--- src/rtl/nv_nvdla_hls_shiftleftsu_pipe_pkg.sv ---
// Shared constants for the HLS shift-left / saturate / round pipeline.
// Holds the default data-path widths and the saturation-counter geometry,
// plus a small helper for the saturating counter increment.
package nv_nvdla_hls_pkg;

    localparam int NVDLA_HLS_IN_WIDTH    = 32;
    localparam int NVDLA_HLS_FRAC_WIDTH  = 35;
    localparam int NVDLA_HLS_OUT_WIDTH   = 49;
    localparam int NVDLA_HLS_SHIFT_WIDTH = 6;

    localparam int SAT_CNT_WIDTH = 16;
    localparam logic [SAT_CNT_WIDTH-1:0] SAT_CNT_MAX = 16'hFFFF;

    typedef logic [SAT_CNT_WIDTH-1:0] sat_cnt_t;

    // Increment that sticks at the maximum instead of wrapping.
    function automatic sat_cnt_t sat_cnt_inc(input sat_cnt_t cnt);
        return (cnt == SAT_CNT_MAX) ? cnt : sat_cnt_t'(cnt + 1'b1);
    endfunction

endpackage

--- src/rtl/nv_nvdla_hls_shiftleftsu_pipe_if.sv ---
// Valid/ready bus of the shift-left pipeline, including the saturation
// counter clear/readback. The design side uses "slave", the producer /
// consumer side uses "master".
interface nv_nvdla_hls_shiftleftsu_pipe_if
    import nv_nvdla_hls_pkg::*;
#(
    parameter int IN_WIDTH    = NVDLA_HLS_IN_WIDTH,
    parameter int FRAC_WIDTH  = NVDLA_HLS_FRAC_WIDTH,
    parameter int OUT_WIDTH   = NVDLA_HLS_OUT_WIDTH,
    parameter int SHIFT_WIDTH = NVDLA_HLS_SHIFT_WIDTH
) ();

    logic                   in_pvld;
    logic                   in_prdy;
    logic [IN_WIDTH-1:0]    data_in;
    logic [FRAC_WIDTH-1:0]  frac_in;
    logic [SHIFT_WIDTH-1:0] shift_num;

    logic                   out_pvld;
    logic                   out_prdy;
    logic [OUT_WIDTH-1:0]   data_out;
    logic                   out_sat;

    logic                   sat_cnt_clr;
    sat_cnt_t               sat_cnt;

    modport slave (
        input  in_pvld, data_in, frac_in, shift_num, out_prdy, sat_cnt_clr,
        output in_prdy, out_pvld, data_out, out_sat, sat_cnt
    );

    modport master (
        output in_pvld, data_in, frac_in, shift_num, out_prdy, sat_cnt_clr,
        input  in_prdy, out_pvld, data_out, out_sat, sat_cnt
    );

endinterface

--- src/rtl/nv_nvdla_hls_shiftleftsu_pipe_shl_core.sv ---
// Combinational core of stage 1: shifts the fixed-point value
// {data_in, frac_in} left without losing bits, then splits the result into
// the low OUT_WIDTH integer bits, an overflow flag for any integer bit above
// them, and (with NVDLA_HLS_SHL_ROUND_EN) the first discarded fraction bit.
module nv_nvdla_hls_shl_core
    import nv_nvdla_hls_pkg::*;
#(
    parameter int IN_WIDTH    = NVDLA_HLS_IN_WIDTH,
    parameter int FRAC_WIDTH  = NVDLA_HLS_FRAC_WIDTH,
    parameter int OUT_WIDTH   = NVDLA_HLS_OUT_WIDTH,
    parameter int SHIFT_WIDTH = NVDLA_HLS_SHIFT_WIDTH
) (
    input  logic [IN_WIDTH-1:0]    i_data_in,
    input  logic [FRAC_WIDTH-1:0]  i_frac_in,
    input  logic [SHIFT_WIDTH-1:0] i_shift_num,
    output logic [OUT_WIDTH-1:0]   o_trunc,
`ifdef NVDLA_HLS_SHL_ROUND_EN
    output logic                   o_rnd,
`endif
    output logic                   o_ovf
);

    // Headroom for the largest possible shift so no bit falls off the top.
    localparam int SHIFT_MAX = (1 << SHIFT_WIDTH) - 1;
    localparam int V_WIDTH   = IN_WIDTH + FRAC_WIDTH + SHIFT_MAX;
    localparam int INT_WIDTH = V_WIDTH - FRAC_WIDTH;

    logic [V_WIDTH-1:0]   w_v;
    logic [INT_WIDTH-1:0] w_int;

    assign w_v   = {{SHIFT_MAX{1'b0}}, i_data_in, i_frac_in} << i_shift_num;
    assign w_int = w_v[V_WIDTH-1:FRAC_WIDTH];

    // Only the topmost fraction bit matters (as the round bit); the rest of
    // the fraction is dropped on purpose.
`ifdef NVDLA_HLS_SHL_ROUND_EN
    assign o_rnd = w_v[FRAC_WIDTH-1];
    generate
        if (FRAC_WIDTH > 1) begin : g_frac_drop
            logic w_unused_frac;
            assign w_unused_frac = ^w_v[FRAC_WIDTH-2:0];
        end
    endgenerate
`else
    logic w_unused_frac;
    assign w_unused_frac = ^w_v[FRAC_WIDTH-1:0];
`endif

    // Integer bits at or above OUT_WIDTH can only exist when the shifted
    // integer part is wider than the result.
    generate
        if (INT_WIDTH > OUT_WIDTH) begin : g_ovf
            assign o_trunc = w_int[OUT_WIDTH-1:0];
            assign o_ovf   = |w_int[INT_WIDTH-1:OUT_WIDTH];
        end else begin : g_no_ovf
            assign o_trunc = OUT_WIDTH'(w_int);
            assign o_ovf   = 1'b0;
        end
    endgenerate

endmodule

--- src/rtl/nv_nvdla_hls_shiftleftsu_pipe.sv ---
// Two-stage unsigned shift-left with saturation and optional half-up
// rounding, plus a saturating count of saturated beats delivered.
//   Stage 1: shift, truncate to OUT_WIDTH, capture overflow and round bit.
//   Stage 2: apply the rounding increment, saturate, register the result.
// Optional feature macro: NVDLA_HLS_SHL_ROUND_EN (half-up rounding; when
// undefined the result is truncated and the round-bit flop disappears).
module nv_nvdla_hls_shiftleftsu_pipe
    import nv_nvdla_hls_pkg::*;
#(
    parameter int IN_WIDTH    = NVDLA_HLS_IN_WIDTH,
    parameter int FRAC_WIDTH  = NVDLA_HLS_FRAC_WIDTH,
    parameter int OUT_WIDTH   = NVDLA_HLS_OUT_WIDTH,
    parameter int SHIFT_WIDTH = NVDLA_HLS_SHIFT_WIDTH
) (
    input  logic                           nvdla_core_clk,
    input  logic                           nvdla_core_rst,
    nv_nvdla_hls_shiftleftsu_pipe_if.slave bus
);

    // ------------------------------------------------------------------
    // Handshake: each stage can take a new beat when empty or draining.
    // ------------------------------------------------------------------
    logic w_s1_rdy;
    logic w_s2_rdy;
    logic w_in_acc;
    logic w_s1_adv;
    logic w_out_hs;

    logic r_s1_vld;
    logic r_s2_vld;

    assign w_s2_rdy = ~r_s2_vld | bus.out_prdy;
    assign w_s1_rdy = ~r_s1_vld | w_s2_rdy;
    assign w_in_acc = bus.in_pvld & w_s1_rdy;
    assign w_s1_adv = r_s1_vld & w_s2_rdy;
    assign w_out_hs = r_s2_vld & bus.out_prdy;

    assign bus.in_prdy  = w_s1_rdy;
    assign bus.out_pvld = r_s2_vld;

    // ------------------------------------------------------------------
    // Stage 1: shifter core and its registers.
    // ------------------------------------------------------------------
    logic [OUT_WIDTH-1:0] w_trunc;
    logic                 w_ovf;
    logic [OUT_WIDTH-1:0] r_s1_data;
    logic                 r_s1_ovf;
`ifdef NVDLA_HLS_SHL_ROUND_EN
    logic                 w_rnd;
    logic                 r_s1_rnd;
`endif

    nv_nvdla_hls_shl_core #(
        .IN_WIDTH    (IN_WIDTH),
        .FRAC_WIDTH  (FRAC_WIDTH),
        .OUT_WIDTH   (OUT_WIDTH),
        .SHIFT_WIDTH (SHIFT_WIDTH)
    ) u_shl_core (
        .i_data_in   (bus.data_in),
        .i_frac_in   (bus.frac_in),
        .i_shift_num (bus.shift_num),
        .o_trunc     (w_trunc),
`ifdef NVDLA_HLS_SHL_ROUND_EN
        .o_rnd       (w_rnd),
`endif
        .o_ovf       (w_ovf)
    );

    // Stage-1 valid follows the input whenever the stage may be refilled.
    always_ff @(posedge nvdla_core_clk or posedge nvdla_core_rst) begin
        if (nvdla_core_rst) begin
            r_s1_vld <= 1'b0;
        end else if (w_s1_rdy) begin
            r_s1_vld <= bus.in_pvld;
        end
    end

    // Stage-1 payload captured only on an accepted input beat.
    always_ff @(posedge nvdla_core_clk or posedge nvdla_core_rst) begin
        if (nvdla_core_rst) begin
            r_s1_data <= '0;
            r_s1_ovf  <= 1'b0;
`ifdef NVDLA_HLS_SHL_ROUND_EN
            r_s1_rnd  <= 1'b0;
`endif
        end else if (w_in_acc) begin
            r_s1_data <= w_trunc;
            r_s1_ovf  <= w_ovf;
`ifdef NVDLA_HLS_SHL_ROUND_EN
            r_s1_rnd  <= w_rnd;
`endif
        end
    end

    // ------------------------------------------------------------------
    // Stage 2: rounding increment and saturation.
    // ------------------------------------------------------------------
    logic                 w_s2_sat;
    logic [OUT_WIDTH-1:0] w_s2_data;
    logic [OUT_WIDTH-1:0] r_data_out;
    logic                 r_out_sat;

`ifdef NVDLA_HLS_SHL_ROUND_EN
    // One extra bit catches the increment carrying out of OUT_WIDTH.
    logic [OUT_WIDTH:0] w_s2_sum;
    assign w_s2_sum  = {1'b0, r_s1_data} + {{OUT_WIDTH{1'b0}}, r_s1_rnd};
    assign w_s2_sat  = r_s1_ovf | w_s2_sum[OUT_WIDTH];
    assign w_s2_data = w_s2_sat ? {OUT_WIDTH{1'b1}} : w_s2_sum[OUT_WIDTH-1:0];
`else
    // Truncation: nothing is added, so only the high-bit overflow saturates.
    assign w_s2_sat  = r_s1_ovf;
    assign w_s2_data = w_s2_sat ? {OUT_WIDTH{1'b1}} : r_s1_data;
`endif

    // Stage-2 valid refills whenever the output is empty or being taken.
    always_ff @(posedge nvdla_core_clk or posedge nvdla_core_rst) begin
        if (nvdla_core_rst) begin
            r_s2_vld <= 1'b0;
        end else if (w_s2_rdy) begin
            r_s2_vld <= r_s1_vld;
        end
    end

    // Output payload only changes when a new beat moves in, so it holds
    // steady while the consumer stalls.
    always_ff @(posedge nvdla_core_clk or posedge nvdla_core_rst) begin
        if (nvdla_core_rst) begin
            r_data_out <= '0;
            r_out_sat  <= 1'b0;
        end else if (w_s1_adv) begin
            r_data_out <= w_s2_data;
            r_out_sat  <= w_s2_sat;
        end
    end

    assign bus.data_out = r_data_out;
    assign bus.out_sat  = r_out_sat;

    // ------------------------------------------------------------------
    // Saturated-beat counter: counts delivered saturated beats, sticks at
    // its maximum, and a clear in the same cycle beats the increment.
    // ------------------------------------------------------------------
    sat_cnt_t r_sat_cnt;

    // Count saturated output handshakes.
    always_ff @(posedge nvdla_core_clk or posedge nvdla_core_rst) begin
        if (nvdla_core_rst) begin
            r_sat_cnt <= '0;
        end else if (bus.sat_cnt_clr) begin
            r_sat_cnt <= '0;
        end else if (w_out_hs & r_out_sat) begin
            r_sat_cnt <= sat_cnt_inc(r_sat_cnt);
        end
    end

    assign bus.sat_cnt = r_sat_cnt;

endmodule
--- src/flat_wrapper.sv ---
// flat-port wrapper written by rule: the top's interface ports become plain ports
module nv_nvdla_hls_shiftleftsu_pipe_flat import nv_nvdla_hls_pkg::*;
#(
    parameter int IN_WIDTH    = NVDLA_HLS_IN_WIDTH,
    parameter int FRAC_WIDTH  = NVDLA_HLS_FRAC_WIDTH,
    parameter int OUT_WIDTH   = NVDLA_HLS_OUT_WIDTH,
    parameter int SHIFT_WIDTH = NVDLA_HLS_SHIFT_WIDTH
)
  (nvdla_core_clk, nvdla_core_rst, bus_in_pvld, bus_data_in, bus_frac_in, bus_shift_num, bus_out_prdy, bus_sat_cnt_clr, bus_in_prdy, bus_out_pvld, bus_data_out, bus_out_sat, bus_sat_cnt);
  nv_nvdla_hls_shiftleftsu_pipe_if #(.IN_WIDTH(IN_WIDTH), .FRAC_WIDTH(FRAC_WIDTH), .OUT_WIDTH(OUT_WIDTH), .SHIFT_WIDTH(SHIFT_WIDTH)) bus_i ();
  input  logic nvdla_core_clk;
  input  logic nvdla_core_rst;
  input wire logic [$bits(bus_i.in_pvld)-1:0] bus_in_pvld;
  input wire logic [$bits(bus_i.data_in)-1:0] bus_data_in;
  input wire logic [$bits(bus_i.frac_in)-1:0] bus_frac_in;
  input wire logic [$bits(bus_i.shift_num)-1:0] bus_shift_num;
  input wire logic [$bits(bus_i.out_prdy)-1:0] bus_out_prdy;
  input wire logic [$bits(bus_i.sat_cnt_clr)-1:0] bus_sat_cnt_clr;
  output wire logic [$bits(bus_i.in_prdy)-1:0] bus_in_prdy;
  output wire logic [$bits(bus_i.out_pvld)-1:0] bus_out_pvld;
  output wire logic [$bits(bus_i.data_out)-1:0] bus_data_out;
  output wire logic [$bits(bus_i.out_sat)-1:0] bus_out_sat;
  output wire logic [$bits(bus_i.sat_cnt)-1:0] bus_sat_cnt;
  assign bus_i.in_pvld = bus_in_pvld;
  assign bus_i.data_in = bus_data_in;
  assign bus_i.frac_in = bus_frac_in;
  assign bus_i.shift_num = bus_shift_num;
  assign bus_i.out_prdy = bus_out_prdy;
  assign bus_i.sat_cnt_clr = bus_sat_cnt_clr;
  assign bus_in_prdy = bus_i.in_prdy;
  assign bus_out_pvld = bus_i.out_pvld;
  assign bus_data_out = bus_i.data_out;
  assign bus_out_sat = bus_i.out_sat;
  assign bus_sat_cnt = bus_i.sat_cnt;
  nv_nvdla_hls_shiftleftsu_pipe #(.IN_WIDTH(IN_WIDTH), .FRAC_WIDTH(FRAC_WIDTH), .OUT_WIDTH(OUT_WIDTH), .SHIFT_WIDTH(SHIFT_WIDTH)) u_core (.nvdla_core_clk(nvdla_core_clk), .nvdla_core_rst(nvdla_core_rst), .bus(bus_i));
endmodule
--- config.mk ---
export PLATFORM = sky130hd
export DESIGN_NAME = nv_nvdla_hls_shiftleftsu_pipe_flat
export DESIGN_NICKNAME = d
export VERILOG_FILES = /design/src/rtl/nv_nvdla_hls_shiftleftsu_pipe_pkg.sv /design/src/rtl/nv_nvdla_hls_shiftleftsu_pipe_if.sv /design/src/rtl/nv_nvdla_hls_shiftleftsu_pipe_shl_core.sv /design/src/rtl/nv_nvdla_hls_shiftleftsu_pipe.sv /design/src/flat_wrapper.sv
export SDC_FILE = /design/constraint.sdc
export NUM_CORES = 1
export LEC_CHECK = 0
export ABC_AREA = 1
export CAP_MARGIN = 10
export CORE_MARGIN = 3
export CORE_UTILIZATION = 30
export DETAILED_ROUTE_END_ITERATION = 12
export HOLD_SLACK_MARGIN = 0.08
export MAX_ROUTING_LAYER = met4
export PLACE_DENSITY = 0.61
export SETUP_SLACK_MARGIN = 0.05
export SYNTH_ARGS = -nofsm -noshare
export SYNTH_HDL_FRONTEND = slang
export SYNTH_SLANG_ARGS = --single-unit
export TNS_END_PERCENT = 50
--- constraint.sdc ---
create_clock -name nvdla_core_clk -period 5.3 [get_ports nvdla_core_clk]
set_input_delay 1.06 -clock nvdla_core_clk [delete_from_list [all_inputs] [get_ports nvdla_core_clk]]
set_output_delay 1.06 -clock nvdla_core_clk [all_outputs]
set_load 0.03 [all_outputs]
==> flow_metrics.env, run 1 <==
export IMPL_status="complete, no violations"
export IMPL_drt_drc_violations_left=0
export IMPL_grt_util_all_layers=0.206
export IMPL_holdCritPathClass="reg -> reg"
export IMPL_die_h_um=181
export IMPL_synth_most_common_cell="nand2_1"
export IMPL_fin_tns_setup_ns=0
export IMPL_ys_seq_area_frac=0.323
export IMPL_synthCells=1473
export IMPL_num_vias=10500
export IMPL_post_cts_resize_count=0
export IMPL_initial_core_util=0.306
export IMPL_drt_iter0_drc=1076
export IMPL_dp_hpwl_um=25500
export IMPL_worst_path_buf_inv=3
export IMPL_endpoint_kind="flop"
export IMPL_stdcell_count=1950
export IMPL_globalRoute_totalOverflow=0
export IMPL_rsz0062_at_grt="no"
export IMPL_ctsHoldBuffers=0
export IMPL_root_buffer="clkbuf_16"
export IMPL_syn_mean_instance_area_um2=6.21
export IMPL_drv_cap=0
export IMPL_syn_area_um2=9150
export IMPL_yosys_top_cells_count="nand2_1 (446), nand3_1 (316), dfrtp_1 (118)"
export IMPL_slowest_stage="inv_2"
export IMPL_fin_skew_ns=0.0141
export IMPL_synthTopCellsByArea="dfrtp_1 (32%), nand2_1 (18%), nand3_1 (17%)"
export IMPL_p_leak_nw=5.02
export IMPL_area_sequential_um2=2950
export IMPL_insertion_delay_ns=0.41
export IMPL_place_inst=1918
export IMPL_power_density_nw_per_um2=327
export IMPL_numCtsBuffers=17
export IMPL_tightest_slew_ns=1.19
export IMPL_synth_top_area_share=0.323
export IMPL_synth_edf_count=0
export IMPL_vias_per_cell=5.40
export IMPL_antenna_found_initial=0
export IMPL_multiInputGateArea_um2=5420
export IMPL_top_level_ports=146
export IMPL_grt_pass1_wl_um=53700
export IMPL_placed_area_um2=10700
export IMPL_rows=63
export IMPL_cts_clk_slew_worst_paths_ns=0.06
export IMPL_required_ns=5.60
export IMPL_first_pass_iters=5
export IMPL_synth_nets=1552
export IMPL_finalHoldViolations=0
export IMPL_synth_seq_cells=118
export IMPL_slew_headroom=0.204
export IMPL_criticalPathCategory="in -> reg"
export IMPL_grt_pass1_vias=9727
export IMPL_timing_final_crit_share=0.655
export IMPL_min_period_ns=3.47
export IMPL_dieWidth_um=181
export IMPL_synthToLayoutAreaGrowth_pct=22.7
export IMPL_clkSinkCount=118
export IMPL_final_nets=1626
export IMPL_cpPeakStageDelay_ns=0.84
export IMPL_yosys_area_top_type="dfrtp_1"
export IMPL_clk_path_buf_depth=2
export IMPL_ant_nets=0
export IMPL_routedWlPerCell_um=17.1
export IMPL_routed_wl_um=33400
export IMPL_crit_path_max_fanout=75
export IMPL_synth_top_flop_cell="dfrtp_1"
export IMPL_fmax_mhz=288
export IMPL_critPathArrivalTime_ns=3.77
export IMPL_gp_congestion=0.952
export IMPL_cts_tree="built"
export IMPL_worst_setup_path_start_kind="input port"
export IMPL_htreeDepth=4
export IMPL_post_cts_buffers=0
export IMPL_antennaDiodeCount=0
export IMPL_maxSlewViolCount=0
export IMPL_grt_max_degree=76
export IMPL_die_area_um2=32600
export IMPL_coreArea_um2=29900
export IMPL_io_buffers=145
export IMPL_yosys_warnings=0
export IMPL_critPathMostFrequentCell="nand2_1"
export IMPL_drive_gt1_frac=0.0417
export IMPL_nFillCells=3262
export IMPL_synth_cell_type_count=38
export IMPL_async_reset_ff_frac=1.00
export IMPL_finalInstanceArea_um2=11200
export IMPL_crit_family="buffers and inverters"
export IMPL_setup_viol=0
export IMPL_irDropWorstVdd_uv=243
export IMPL_crit_chain="buf_2 -> inv_2 -> nand3_1 -> nand3_1 -> nand2_1 -> o21ai_0 -> o21ai_0 -> nor2_1 -> nand3_1 -> nand2_1 -> nand2_1 -> inv_1 -> nand2_1 -> nand2_1 -> nand2_1"
## worst reg2reg max path, cell delays in order, from the launching register on
cell and delay [ns]:
dfrtp_1 1.02, nand3_1 0.26, nand2_1 0.11, buf_4 0.32, clkinv_1 0.27, buf_4 0.31
nand3_1 0.20, a21oi_1 0.08, a21oi_1 0.14
## per-stage QoR
step,util,hold slack [ns],worst slack (ns),power [mW]
2_1_floorplan,-,0.454,1.11,2.05
3_3_place_gp,0.357,0.469,1.50,2.60
3_5_place_dp,0.357,0.476,1.58,2.60
4_1_cts,0.376,0.490,1.83,3.69
5_1_grt,0.376,0.510,1.56,3.89
6_report,0.376,0.483,1.83,3.67
## cells in the final DEF, fill, tap and decap left out, types with 4 or more instances in the layout
master / synthesis / layout
o21a_1: 7 / 7
inv_2: 5 / 5
a31oi_1: 24 / 24
nand3_1: 316 / 316
inv_1: 59 / 58
o22ai_1: 11 / 11
a211oi_1: 6 / 6
buf_2: 33 / 4
nor2_1: 113 / 113
inv_6: 0 / 6
clkdlybuf4s50_1: 0 / 141
clkbuf_16: 0 / 17
dfrtp_1: 118 / 118
nor3_1: 10 / 10
o21ai_0: 110 / 110
o21ai_1: 23 / 23
a21oi_1: 79 / 79
buf_4: 4 / 17
nand2_1: 446 / 446
mux2i_1: 9 / 9
o211ai_1: 5 / 5
## cells by family (layout without fill, tap and decap cells)
kind of cell	after synthesis	in the layout	share of synthesized area
compound gates	274	274	0.164
xor+xnor	1	1	0.000958
fa+ha+maj	1	1	0.00137
buf+inv	173	260	0.0845
flops	118	118	0.323
mux	9	9	0.00985
simple gates	897	897	0.416
## cell type report
type                       instances  share of cell area
clock inverter                    14              0.0103
clock buffer                      18              0.0391
sequential                       118               0.263
timing repair buffer             162               0.139
multi-input combinational       1182               0.483
tap                              390              0.0435
inverter                          66              0.0223
## final timing paths
| path | startpoint | endpoint | slack (ns) | cells after the start |
|---|---|---|---|---|
| worst max-delay path | bus_shift_num[1] | u_core.r_s1_ovf | 1.83 | 15 |
| worst min-delay path | u_core.bus.data_out[13] | u_core.bus.data_out[13] | 0.48 | 2 |
| worst max register to register | u_core.r_s1_vld | u_core.r_s1_data[16] | 2.51 | 8 |
| worst min register to register | u_core.bus.data_out[13] | u_core.bus.data_out[13] | 0.48 | 2 |
| max in group asynchronous | nvdla_core_rst | u_core.bus.data_out[47] | 3.30 | 3 |
| min in group asynchronous | nvdla_core_rst | u_core.bus.sat_cnt[1] | 1.07 | 2 |
## metal layers
layer  wire length, µm  share of wire  global-route usage
met1             16400           0.49               0.313
met2             14000           0.42               0.291
met3              2290          0.068              0.0198
met4               711          0.021              0.0556
met5                 0              0                   -
## power by group
group | internal [mW] | switching [mW]
Sequential | 1.09 | 0.118
Clock | 0.622 | 0.456
Combinational | 0.487 | 0.903
Total | 2.20 | 1.48
## state kept, by name, summed over array words and instances (netlist names)
| signal | count |
|---|---|
| u_core.bus.out_pvld | 1 |
| u_core.bus.data_out | 49 |
| u_core.bus.sat_cnt | 16 |
| u_core.r_s1_vld | 1 |
| u_core.r_s1_data | 49 |
| u_core.r_s1_ovf | 1 |
| u_core.bus.out_sat | 1 |
No activity file was read; power rests on OpenSTA's default activity.
==> run 2: changes to the inputs <==
Clock period 5.3 ns to 3.4 ns, I/O delays scaled along.
==> run 2 against run 1 <==
Net effect: clock-buffer cell count unchanged; cell count increased by 0.36%; routed wire length increased by 0.44%.
==> flow_metrics.env, run 2 (same netlist as run 1, synthesis figures left out) <==
export IMPL_holdCritPathClass="reg -> reg"
export IMPL_nFillCells=3204
export IMPL_fin_skew_ns=0.0133
export IMPL_status="complete, no violations"
export IMPL_root_buffer="clkbuf_16"
export IMPL_final_nets=1633
export IMPL_clkSinkCount=118
export IMPL_power_density_nw_per_um2=510
export IMPL_area_sequential_um2=2950
export IMPL_p_leak_nw=5.10
export IMPL_setup_viol=0
export IMPL_fin_tns_setup_ns=0
export IMPL_ctsHoldBuffers=0
export IMPL_min_period_ns=2.78
export IMPL_dieWidth_um=181
export IMPL_timing_final_crit_share=0.818
export IMPL_die_area_um2=32600
export IMPL_required_ns=2.72
export IMPL_post_cts_buffers=0
export IMPL_gp_congestion=1.00
export IMPL_grt_pass1_vias=9734
export IMPL_final_common_cell="nand2_1"
export IMPL_placed_area_um2=10800
export IMPL_drv_cap=0
export IMPL_crit_path_max_fanout=3
export IMPL_globalRoute_totalOverflow=0
export IMPL_critPathMostFrequentCell="clkdlybuf4s50_1"
export IMPL_routedWlPerCell_um=17.2
export IMPL_criticalPathCategory="in -> out"
export IMPL_coreArea_um2=29900
export IMPL_drt_drc_violations_left=0
export IMPL_initial_core_util=0.306
export IMPL_ant_nets=0
export IMPL_finalInstanceArea_um2=11400
export IMPL_multiInputGateArea_um2=5420
export IMPL_whs_ns=0.485
export IMPL_place_inst=1925
export IMPL_io_buffers=145
export IMPL_stdcell_count=1957
export IMPL_drive_gt1_frac=0.0459
export IMPL_cpPeakStageDelay_ns=0.73
export IMPL_first_pass_iters=6
export IMPL_critPathArrivalTime_ns=2.10
export IMPL_maxSlewViolCount=0
export IMPL_clk_path_buf_depth=2
export IMPL_numCtsBuffers=17
export IMPL_irDropWorstVdd_uv=350
export IMPL_top_level_ports=146
export IMPL_tightest_slew_ns=0.936
export IMPL_worst_setup_path_start_kind="input port"
export IMPL_cts_tree="built"
export IMPL_routed_wl_um=33600
export IMPL_num_vias=10500
export IMPL_slowest_stage="clkdlybuf4s50_1"
export IMPL_antenna_found_initial=0
export IMPL_insertion_delay_ns=0.42
export IMPL_die_h_um=181
export IMPL_post_cts_resize_count=0
export IMPL_slew_headroom=0.376
export IMPL_grt_pass1_wl_um=53800
export IMPL_rsz0062_at_grt="no"
export IMPL_htreeDepth=4
export IMPL_drt_iter0_drc=1098
export IMPL_grt_max_degree=119
export IMPL_crit_family="buffers and inverters"
export IMPL_worst_path_buf_inv=3
export IMPL_final_core_util=0.382
export IMPL_vias_per_cell=5.36
export IMPL_rows=63
export IMPL_crit_chain="clkdlybuf4s50_1 -> inv_1 -> nand3_1 -> clkdlybuf4s50_1"
export IMPL_fmax_mhz=360
export IMPL_layout_common_cells="nand2_1 (446), nand3_1 (316), clkdlybuf4s50_1 (141)"
export IMPL_antennaDiodeCount=0
export IMPL_grt_util_all_layers=0.207
export IMPL_synthToLayoutAreaGrowth_pct=24.8
export IMPL_finalHoldViolations=0
export IMPL_endpoint_kind="primary output"
export IMPL_dp_hpwl_um=25700
export IMPL_cts_clk_slew_worst_paths_ns=0.06
[run 2: cell types whose count changed in the layout (fill, tap and decap cells not counted)]
cell,previous run,this run
buf_4,17,15
bufinv_16,0,1
inv_4,1,0
buf_12,0,9
clkinv_2,2,1
inv_6,6,7
inv_8,1,0
clkinvlp_4,2,3
[run 2: per-stage QoR]
step / setup WS (ns) / power (mW)
after floorplan: 1.25 / 3.19
after global placement: 0.499 / 4.08
after detailed placement: 0.521 / 4.10
after CTS: 0.618 / 5.85
after global routing: 0.568 / 6.17
final: 0.620 / 5.83
[run 2: worst paths after layout]
| check | startpoint | endpoint | slack (ns) | depth (start not counted) |
|---|---|---|---|---|
| min | u_core.bus.data_out[7] | u_core.bus.data_out[7] | 0.48 | 2 |
| max reg2reg | u_core.bus.sat_cnt[0] | u_core.bus.sat_cnt[15] | 1.06 | 14 |
| max in group asynchronous | nvdla_core_rst | u_core.bus.sat_cnt[11] | 2.10 | 3 |
| min reg2reg | u_core.bus.data_out[7] | u_core.bus.data_out[7] | 0.48 | 2 |
| min in group asynchronous | nvdla_core_rst | u_core.bus.sat_cnt[2] | 0.81 | 3 |
| max | bus_out_prdy | bus_in_prdy | 0.62 | 4 |
[run 2: worst register-to-register path: stages (launching register included)]
cell and delay, ns:
dfrtp_1 0.40, ha_1 0.22, nand2_1 0.08, nor2_1 0.05, nand2_1 0.07, nor2_1 0.06
nand2_1 0.13, nor2_2 0.08, a31oi_4 0.27, inv_1 0.15, nor3_1 0.34, nand2_1 0.09
inv_1 0.08, o21ai_0 0.07, a21oi_1 0.15
[run 2: final cells by class]
cell class | count | area share
clock buffer | 18 | 0.0385
clock inverter | 14 | 0.0121
inverter | 66 | 0.0220
multi-input combinational | 1182 | 0.475
sequential | 118 | 0.259
tap | 390 | 0.0428
timing repair buffer | 169 | 0.151
[run 2: where the power goes]
group | leakage (nW) | switching, mW | total, mW | internal [mW]
logic | 3.44 | 1.42 | 2.21 | 0.784
clock network | 0.279 | 0.699 | 1.74 | 1.04
registers | 1.37 | 0.178 | 1.88 | 1.70
[run 2: routing by layer]
layer,wire length [µm],GRT usage
met5,0,-
met4,737,0.0574
met3,2430,0.0230
met2,14000,0.293
met1,16400,0.312
==> run 3: changes to the inputs <==
Settings changed: PLACE_DENSITY 0.61 to 0.63.
Clock period 3.4 ns to 2.3 ns, I/O delays scaled along.
==> run 3 against run 2 <==
Net effect: combinational power grew 65%; die area is the same; worst hold slack lost 0.0041 ns; non-clock buffer count grew 154; sequential power grew 46%; cell count grew 7.9%; largest power group unchanged.
==> flow_metrics.env, run 3 (same netlist as run 1, synthesis figures left out) <==
export IMPL_dp_hpwl_um=26800
export IMPL_layout_common_cells="nand2_1 (446), nand3_1 (316), buf_4 (161)"
export IMPL_p_leak_nw=5.90
export IMPL_vias_per_cell=5.16
export IMPL_criticalPathCategory="reg -> reg"
export IMPL_routedWlPerCell_um=16.0
export IMPL_worst_slack_ns=0.191
export IMPL_cts_tree="built"
export IMPL_top_level_ports=146
export IMPL_fin_skew_ns=0.0148
export IMPL_nFillCells=3073
export IMPL_numCtsBuffers=17
export IMPL_finalInstanceArea_um2=12800
export IMPL_insertion_delay_ns=0.41
export IMPL_stdcell_count=2111
export IMPL_initial_core_util=0.306
export IMPL_cts_clk_slew_worst_paths_ns=0.06
export IMPL_grt_pass1_wl_um=54300
export IMPL_final_core_util=0.427
export IMPL_pre_cts_ws_ns=-0.331
export IMPL_whs_ns=0.480
export IMPL_critPathArrivalTime_ns=2.41
export IMPL_fmax_mhz=474
export IMPL_setup_viol=0
export IMPL_drt_drc_violations_left=0
export IMPL_synthToLayoutAreaGrowth_pct=39.5
export IMPL_worst_setup_path_start_kind="flop"
export IMPL_antennaDiodeCount=0
export IMPL_crit_path_max_fanout=5
export IMPL_grt_max_degree=103
export IMPL_final_nets=1787
export IMPL_fin_tns_setup_ns=0
export IMPL_htreeDepth=4
export IMPL_gp_congestion=0.967
export IMPL_dieWidth_um=181
export IMPL_globalRoute_totalOverflow=0
export IMPL_ant_nets=0
export IMPL_rows=63
export IMPL_first_pass_iters=5
export IMPL_power_density_nw_per_um2=718
export IMPL_clkSinkCount=118
export IMPL_routed_wl_um=33900
export IMPL_required_ns=2.60
export IMPL_irDropWorstVdd_uv=609
export IMPL_drive_gt1_frac=0.134
export IMPL_min_period_ns=2.11
export IMPL_grt_util_all_layers=0.208
export IMPL_clk_path_buf_depth=2
export IMPL_drv_cap=0
export IMPL_die_area_um2=32600
export IMPL_place_inst=2079
export IMPL_io_buffers=145
export IMPL_p_total_mw=9.15
export IMPL_root_buffer="clkbuf_16"
export IMPL_post_cts_buffers=0
export IMPL_endpoint_kind="flop"
export IMPL_grt_pass1_vias=9910
export IMPL_rr_worst_depth=13
export IMPL_finalHoldViolations=0
export IMPL_tightest_slew_ns=0.585
export IMPL_drt_iter0_drc=988
export IMPL_die_h_um=181
export IMPL_rsz0062_at_grt="yes"
export IMPL_placed_area_um2=12100
export IMPL_maxSlewViolCount=0
export IMPL_timing_final_crit_share=0.917
export IMPL_status="complete, no violations"
export IMPL_final_common_cell="nand2_1"
export IMPL_antenna_found_initial=0
export IMPL_holdCritPathClass="in -> async"
export IMPL_slew_headroom=0.610
export IMPL_coreArea_um2=29900
export IMPL_num_vias=10900
==> run 3: power breakdown <==
group          internal (mW)  switching (mW)
Combinational           1.47            2.19
Sequential              2.51           0.235
Clock                   1.73            1.02
==> run 3: final timing paths <==
path                         slack, ns                    start                 endpoint
setup / recovery                  0.19    u_core.bus.sat_cnt[0]   u_core.bus.sat_cnt[14]
hold / removal                    0.48           nvdla_core_rst    u_core.bus.sat_cnt[1]
setup reg to reg                  0.19    u_core.bus.sat_cnt[0]   u_core.bus.sat_cnt[14]
hold reg to reg                   0.48  u_core.bus.data_out[12]  u_core.bus.data_out[12]
max in group asynchronous         1.27           nvdla_core_rst          u_core.r_s1_vld
min in group nvdla_core_clk       0.48  u_core.bus.data_out[12]  u_core.bus.data_out[12]
==> run 3: area by class of cell <==
type / count / area [µm²] / area share
Clock inverter: 15 / 195 / 0.0153
Multi-Input combinational cell: 1182 / 5450 / 0.427
Tap cell: 390 / 488 / 0.0383
Sequential cell: 118 / 2950 / 0.232
Inverter: 66 / 251 / 0.0197
Timing Repair Buffer: 323 / 2990 / 0.234
Clock buffer: 17 / 425 / 0.0334
==> run 3: what timing repair did <==
action,CTS,global route
endpoints found under the setup margin,0,6
hold buffers,0,0
resized for setup,0,11
==> run 3: routing by layer <==
layer	track usage	part of all wire	routed length (µm)
met5	-	0	0
met4	0.0574	0.025	850
met3	0.0262	0.061	2060
met2	0.290	0.41	14000
met1	0.315	0.50	16900
==> run 3: critical path: stages (launching register included) <==
cell	delay (ns)
dfrtp_1	0.40
ha_1	0.22
nand2_1	0.09
nor2_1	0.05
nand2_1	0.07
nor2_1	0.05
nand2_1	0.16
nor2_4	0.06
a31oi_4	0.23
nor2_4	0.06
nor4_1	0.38
nand2_1	0.09
nand2_1	0.08
a21oi_1	0.04
